### config.mk
export PLATFORM = sky130hd
export DESIGN_NAME = fetch_req
export DESIGN_NICKNAME = d
export VERILOG_FILES = /design/src/rtl/fetch_req_pkg.sv /design/src/rtl/fetch_buf.sv /design/src/rtl/fetch_req.sv
export SDC_FILE = /design/constraint.sdc
export NUM_CORES = 1
export LEC_CHECK = 0
export ABC_CLOCK_PERIOD_IN_PS = 2200
export BUFFER_PORTS_ARGS = -buffer_cell sky130_fd_sc_hd__buf_4
export CORE_UTILIZATION = 47
export CTS_BUF_LIST = sky130_fd_sc_hd__clkbuf_8
export CTS_CLUSTER_DIAMETER = 80
export DETAILED_ROUTE_END_ITERATION = 8
export PLACE_DENSITY = 0.79
export SETUP_SLACK_MARGIN = 0.15
export SYNTH_ARGS = -nofsm -noshare
export SYNTH_HDL_FRONTEND = slang
export SYNTH_SLANG_ARGS = --single-unit
### constraint.sdc
create_clock -name clk -period 2.2 [get_ports clk]
set_input_delay 0.11 -clock clk [delete_from_list [all_inputs] [get_ports clk]]
set_output_delay 0.11 -clock clk [all_outputs]
set_load 0.005 [all_outputs]
### src/rtl/fetch_req_pkg.sv
// Shared widths, reset address and FSM encoding for the instruction-fetch request stage.
package fetch_req_pkg;

    localparam int unsigned BR_BUS_LEN    = 33;
    localparam int unsigned FETCH_BUS_LEN = 64;

    localparam logic [31:0] RESET_PC_DEFAULT = 32'h1c00_0000;

    typedef enum logic [1:0] {
        FsReq  = 2'd0,
        FsWait = 2'd1,
        FsHold = 2'd2
    } fetch_state_e;

    typedef struct packed {
        logic [31:0] inst;
        logic [31:0] pc;
    } fetch_pkt_t;

    // Sequential fetch address; wraps modulo 2^32 by design.
    function automatic logic [31:0] next_pc(input logic [31:0] pc);
        return pc + 32'd4;
    endfunction

endpackage

### src/rtl/fetch_buf.sv
// One-entry {inst, pc} holding register used when IF cannot take a returned fetch.
module fetch_buf (
    input  logic        clk_i,
    input  logic        rst_i,
    input  logic        load_i,
    input  logic        clear_i,
    input  logic [31:0] inst_i,
    input  logic [31:0] pc_i,
    output logic [31:0] inst_o,
    output logic [31:0] pc_o
);

    logic [31:0] inst_q;
    logic [31:0] pc_q;

    always_ff @(posedge clk_i) begin
        if (rst_i || clear_i) begin
            inst_q <= '0;
            pc_q   <= '0;
        end else if (load_i) begin
            inst_q <= inst_i;
            pc_q   <= pc_i;
        end
    end

    assign inst_o = inst_q;
    assign pc_o   = pc_q;

endmodule

### src/rtl/fetch_req.sv
// Fetch request stage: owns the PC, drives the instruction SRAM bus with one outstanding
// transaction, absorbs redirects and hands {inst, pc} to IF under valid/allow_in.
module fetch_req
    import fetch_req_pkg::*;
#(
    parameter logic [31:0] RESET_PC = RESET_PC_DEFAULT
) (
    input  logic                     clk,
    input  logic                     reset,

    output logic                     inst_sram_req,
    output logic                     inst_sram_wr,
    output logic [1:0]               inst_sram_size,
    output logic [3:0]               inst_sram_wstrb,
    output logic [31:0]              inst_sram_addr,
    output logic [31:0]              inst_sram_wdata,
    input  logic                     inst_sram_addr_ok,
    input  logic                     inst_sram_data_ok,
    input  logic [31:0]              inst_sram_rdata,

    input  logic [BR_BUS_LEN-1:0]    BR_BUS,
    input  logic                     excp_flush,
    input  logic [31:0]              excp_target,

    input  logic                     IF_allow_in,
    output logic                     fetch_valid,
    output logic [FETCH_BUS_LEN-1:0] fetch_bus
);

    fetch_state_e state_q, state_d;
    logic [31:0]  pc_q, pc_d;
    logic [31:0]  cur_pc_q, cur_pc_d;
    logic         cancel_q, cancel_d;

    logic         br_taken;
    logic [31:0]  br_target;
    logic         redirect;
    logic [31:0]  redir_pc;

    logic         buf_load;
    logic         buf_clear;
    logic [31:0]  buf_inst;
    logic [31:0]  buf_pc;
    fetch_pkt_t   out_pkt;

    assign br_taken  = BR_BUS[0];
    assign br_target = BR_BUS[32:1];
    assign redirect  = excp_flush | br_taken;
    // Exception/ertn redirects are older than any branch in ID, so they win.
    assign redir_pc  = excp_flush ? excp_target : br_target;

    assign inst_sram_wr    = 1'b0;
    assign inst_sram_size  = 2'b10;
    assign inst_sram_wstrb = 4'b0000;
    assign inst_sram_wdata = 32'h0;
    assign inst_sram_addr  = pc_q;

    fetch_buf u_fetch_buf (
        .clk_i   (clk),
        .rst_i   (reset),
        .load_i  (buf_load),
        .clear_i (buf_clear),
        .inst_i  (inst_sram_rdata),
        .pc_i    (cur_pc_q),
        .inst_o  (buf_inst),
        .pc_o    (buf_pc)
    );

    always_ff @(posedge clk) begin
        if (reset) begin
            state_q  <= FsReq;
            pc_q     <= RESET_PC;
            cur_pc_q <= '0;
            cancel_q <= 1'b0;
        end else begin
            state_q  <= state_d;
            pc_q     <= pc_d;
            cur_pc_q <= cur_pc_d;
            cancel_q <= cancel_d;
        end
    end

    always_comb begin
        state_d   = state_q;
        pc_d      = pc_q;
        cur_pc_d  = cur_pc_q;
        cancel_d  = cancel_q;
        buf_load  = 1'b0;
        buf_clear = 1'b0;
        unique case (state_q)
            FsReq: begin
                if (inst_sram_addr_ok) begin
                    state_d  = FsWait;
                    cur_pc_d = pc_q;
                    pc_d     = redirect ? redir_pc : next_pc(pc_q);
                    // Request already accepted: its data must be thrown away on return.
                    cancel_d = redirect;
                end else if (redirect) begin
                    pc_d = redir_pc;
                end
            end
            FsWait: begin
                if (inst_sram_data_ok) begin
                    state_d  = FsReq;
                    cancel_d = 1'b0;
                    if (redirect) begin
                        pc_d = redir_pc;
                    end else if (!cancel_q && !IF_allow_in) begin
                        state_d  = FsHold;
                        buf_load = 1'b1;
                    end
                end else if (redirect) begin
                    cancel_d = 1'b1;
                    pc_d     = redir_pc;
                end
            end
            FsHold: begin
                if (redirect) begin
                    state_d   = FsReq;
                    pc_d      = redir_pc;
                    buf_clear = 1'b1;
                end else if (IF_allow_in) begin
                    state_d   = FsReq;
                    buf_clear = 1'b1;
                end
            end
            default: begin
                state_d = FsReq;
            end
        endcase
    end

    always_comb begin
        inst_sram_req = 1'b0;
        fetch_valid   = 1'b0;
        out_pkt.inst  = buf_inst;
        out_pkt.pc    = buf_pc;
        if (!reset) begin
            unique case (state_q)
                FsReq: begin
                    inst_sram_req = 1'b1;
                end
                FsWait: begin
                    out_pkt.inst = inst_sram_rdata;
                    out_pkt.pc   = cur_pc_q;
                    fetch_valid  = inst_sram_data_ok & ~cancel_q & ~redirect;
                end
                FsHold: begin
                    fetch_valid = ~redirect;
                end
                default: begin
                    inst_sram_req = 1'b0;
                end
            endcase
        end
    end

    assign fetch_bus = out_pkt;

endmodule

==> reports/qor.csv <==
stage,metric,value,unit
synth,synthArstFlopShare,0,%
cts,cts_made_buffers,17,
detailed_routing,wl,23500,µm
grt,grt_first_pass_wirelength,35400,µm
synth,ys_types,61,
setup_path,worstPathMaxFanout,5,
timing,rsz0062_at_grt,yes,
cts,cts_root_buf,clkbuf_8,
power,peakVddDrop,0.000406,V
setup_path,cp.buffers_inverters,5,
detailed_routing,drtAntennaViolNets,0,
place,portBuffers,200,
synth,ys_seq_area_share,37.3,%
setup_path,endpoint_kind,output port,
power,power.internal,4.27,mW
synth,yosysTopAreaCell,dfxtp_1,
cts,cts_tree,yes,
setup_path,required,2.09,ns
place,dp_hpwl,14400,µm
power,powerDensity,578,nW/µm²
floorplanning,core.rowCount,44,
detailed_routing,vias_per_cell,5.58,
detailed_routing,drt_iter0_markers,543,
cts,clock-sinks,131,
final_layout,layout.nets,1262,
synth,yosys_register_bits,131,
worst_hold_path,hp-class,in2reg,
cts,clock_latency,0.45,ns
detailed_routing,drc,0,
synth,syn_avg_cell_area,7.75,µm²
timing,worst_slew_pin_slew,0.587,ns
cts,clkTransAtPathRegs,0.08,ns
power,clock_power_share,35.4,%
floorplanning,start_util,48.3,%
final_layout,diodes,0,
setup_path,critPathKind,reg2out,
timing,drv_slew,0,
synth,synth_area,7030,µm²
synth,synth_edf_count,0,
final_layout,fin_cells,1350,
synth,yosysTopAreaCellShare,37.3,%
power,pwr-share-comb,21.1,%
detailed_routing,post_drt_wl_per_cell,17.4,µm
final_layout,fillers,1095,
timing,holdWs,0.0283,ns
floorplanning,die_w,124,µm
timing,fmax,474,MHz
power,p_sw_share,27.0,%
timing,finalClockSkew,0.0160,ns
timing,hold_viol_final,0,
floorplanning,core,14500,µm²
cts,h-tree-depth,4,
run,cap_violations,0,
detailed_routing,first_pass_iters,5,
grt,antenna_found_initial,0,
place,gp_congestion,0.948,
setup_path,critPathLaunchType,register,
place,placed_cells,1265,
timing,maxSlewHeadroom,60.6,%
synth,ys_top_cells_by_area,"dfxtp_1, nand2_1, mux2_2, a21oi_1, buf_4",
timing,min_period,2.11,ns
power,p_seq_share,43.5,%
grt,grt_pass1_vias,6940,
timing,fin_tns_setup,0,ns
final_layout,syn2layout_area_growth,44.2,%
timing,post-route-period-util,95.9,%
power,switching_power,1.58,mW
final_layout,drive_above_1_share,32.7,%
synth,synth_cells,907,
detailed_routing,num_vias,7529,
synth,ys.flop_type,dfxtp_1,
grt,grt_max_degree,65,
synth,yosysWarningCount,0,
power,leakage,4.26,nW
setup_path,critical-path-top-delay-family,buffers and inverters,
cts,clk_path_buf_depth,2,
floorplanning,io_pins,240,
timing,setup_viol,0,
final_layout,utilization,69.7,%
setup_path,slowest_delay,0.34,ns
setup_path,path_cells,"inv_4, ha_4, nor2b_4, buf_6, buf_12, buf_16, mux2_2, buf_4",
grt,grt_use_total,28.2,%
outcome,status,finished clean,
setup_path,cp.arrival,2.00,ns
grt,grt_overflow,0,
floorplanning,die_h,124,µm
setup_path,cp_slowest_cell,dfxtp_2,
floorplanning,die_area,15400,µm²
==> cell type report <==
cell class                 instances  area, µm²  share of cell area [%]
clock buffer                      19        262                    2.58
inverter                          14       55.1                   0.543
sequential                       131       2630                    25.9
multi-input combinational        693       4130                    40.8
tap                              184        230                    2.27
clock inverter                    12        140                    1.38
timing repair buffer             297       2680                    26.5
==> worst paths after layout <==
check / startpoint / to / slack (ns) / cells past startpoint
worst min-delay path: BR_BUS[29] / inst_sram_addr[28] / 0.03 / 5
worst min register to register: u_fetch_buf.pc_o[24] / u_fetch_buf.pc_o[24] / 0.45 / 2
worst max-delay path: state_q[1] / fetch_bus[43] / 0.09 / 8
worst max register to register: state_q[0] / inst_sram_addr[24] / 0.19 / 7
==> through the flow <==
| stage | setup WS (ns) | area, µm² | power (mW) |
|---|---|---|---|
| 4_1_cts | 0.0539 | 9700 | 5.74 |
| 3_5_place_dp | 0.0525 | 8740 | 3.56 |
| 6_report | 0.0903 | 10100 | 5.85 |
| 2_1_floorplan | 0.245 | 7160 | 3.12 |
| 3_3_place_gp | 0.119 | 8740 | 3.55 |
| 5_1_grt | 0.0249 | 10100 | 6.08 |
==> cells in the mapped netlist, types with 5 or more instances <==
master,number
o21a_1,7
nand2_1,234
nor3_1,11
nand4_1,10
mux2_2,64
inv_1,12
a21oi_1,132
ha_1,5
and2_1,5
clkbuf_1,48
a211oi_1,8
a31oi_1,14
nor2_1,31
or3_1,5
and3_1,5
nand3_1,19
o221a_2,6
buf_2,15
dfxtp_1,131
buf_4,40
mux2i_1,8
o21ai_0,29
==> metal layers <==
layer  routed length (µm)  global-route usage (%)  vias up  part of all wire, %
met2                11400                    46.1      404                   48
met3                 1760                    6.27       58                  7.5
li1                     -                       -     3576                    -
met5                    0                       0        -                    0
met1                 9830                    36.2     3491                   42
met4                  557                    10.6        0                  2.4
==> logic make-up after synthesis <==
kind of cell	Yosys count	synth area share, %
fa+ha+maj	5	0.890
mux	72	11.4
simple gates	351	22.6
compound gates	226	18.9
buf+inv	120	8.82
other cells	2	0.107
flops	131	37.3
==> sequential cells by signal, summed over array words and instances, names as in the netlist <==
name / flops
cancel_q: 1
cur_pc_q: 32
inst_sram_addr: 32
state_q: 2
u_fetch_buf.inst_o: 32
u_fetch_buf.pc_o: 32
==> tightest hold or removal path: stages <==
cell and delay, ns:
buf_4 0.08, a21oi_1 0.05, o21ai_0 0.07, a221oi_1 0.07, o21ai_0 0.07
==> repair_timing <==
action                                  CTS  global route
gates cloned                              3             6
buffers inserted                         10             0
hold endpoints to repair                 35             0
resized for setup                        14            79
hold buffers                             35             0
endpoints found under the setup margin   68            70
pin swaps                                 3             4
==> layout by cell type, fill, tap and decap left out, types with 5 or more instances in the layout <==
| cell | synthesis | routed |
|---|---|---|
| a211oi_1 | 8 | 8 |
| a21oi_1 | 132 | 132 |
| a31oi_1 | 14 | 14 |
| and2_1 | 5 | 5 |
| and3_1 | 5 | 5 |
| buf_12 | 0 | 7 |
| buf_4 | 40 | 213 |
| buf_6 | 0 | 33 |
| clkbuf_16 | 0 | 5 |
| clkbuf_8 | 0 | 19 |
| conb_1 | 2 | 39 |
| dfxtp_1 | 131 | 129 |
| dlygate4sd3_1 | 0 | 35 |
| inv_1 | 12 | 12 |
| mux2_2 | 64 | 23 |
| mux2_4 | 0 | 41 |
| mux2i_1 | 8 | 8 |
| nand2_1 | 234 | 233 |
| nand3_1 | 19 | 19 |
| nand4_1 | 10 | 10 |
| nor2_1 | 31 | 31 |
| nor3_1 | 11 | 11 |
| o21a_1 | 7 | 7 |
| o21ai_0 | 29 | 28 |
| o221a_2 | 6 | 6 |
| or3_1 | 5 | 5 |
==> power by group through the flow <==
| stage | combinational (mW) | clock [mW] | sequential (mW) |
|---|---|---|---|
| after floorplan | 0.541 | 0 | 2.58 |
| after global placement | 0.956 | 0 | 2.59 |
| after detailed placement | 0.964 | 0 | 2.59 |
| after CTS | 1.10 | 2.10 | 2.54 |
| after global routing | 1.31 | 2.22 | 2.55 |
| final | 1.23 | 2.07 | 2.55 |
No activity file was read; power rests on OpenSTA's default activity.
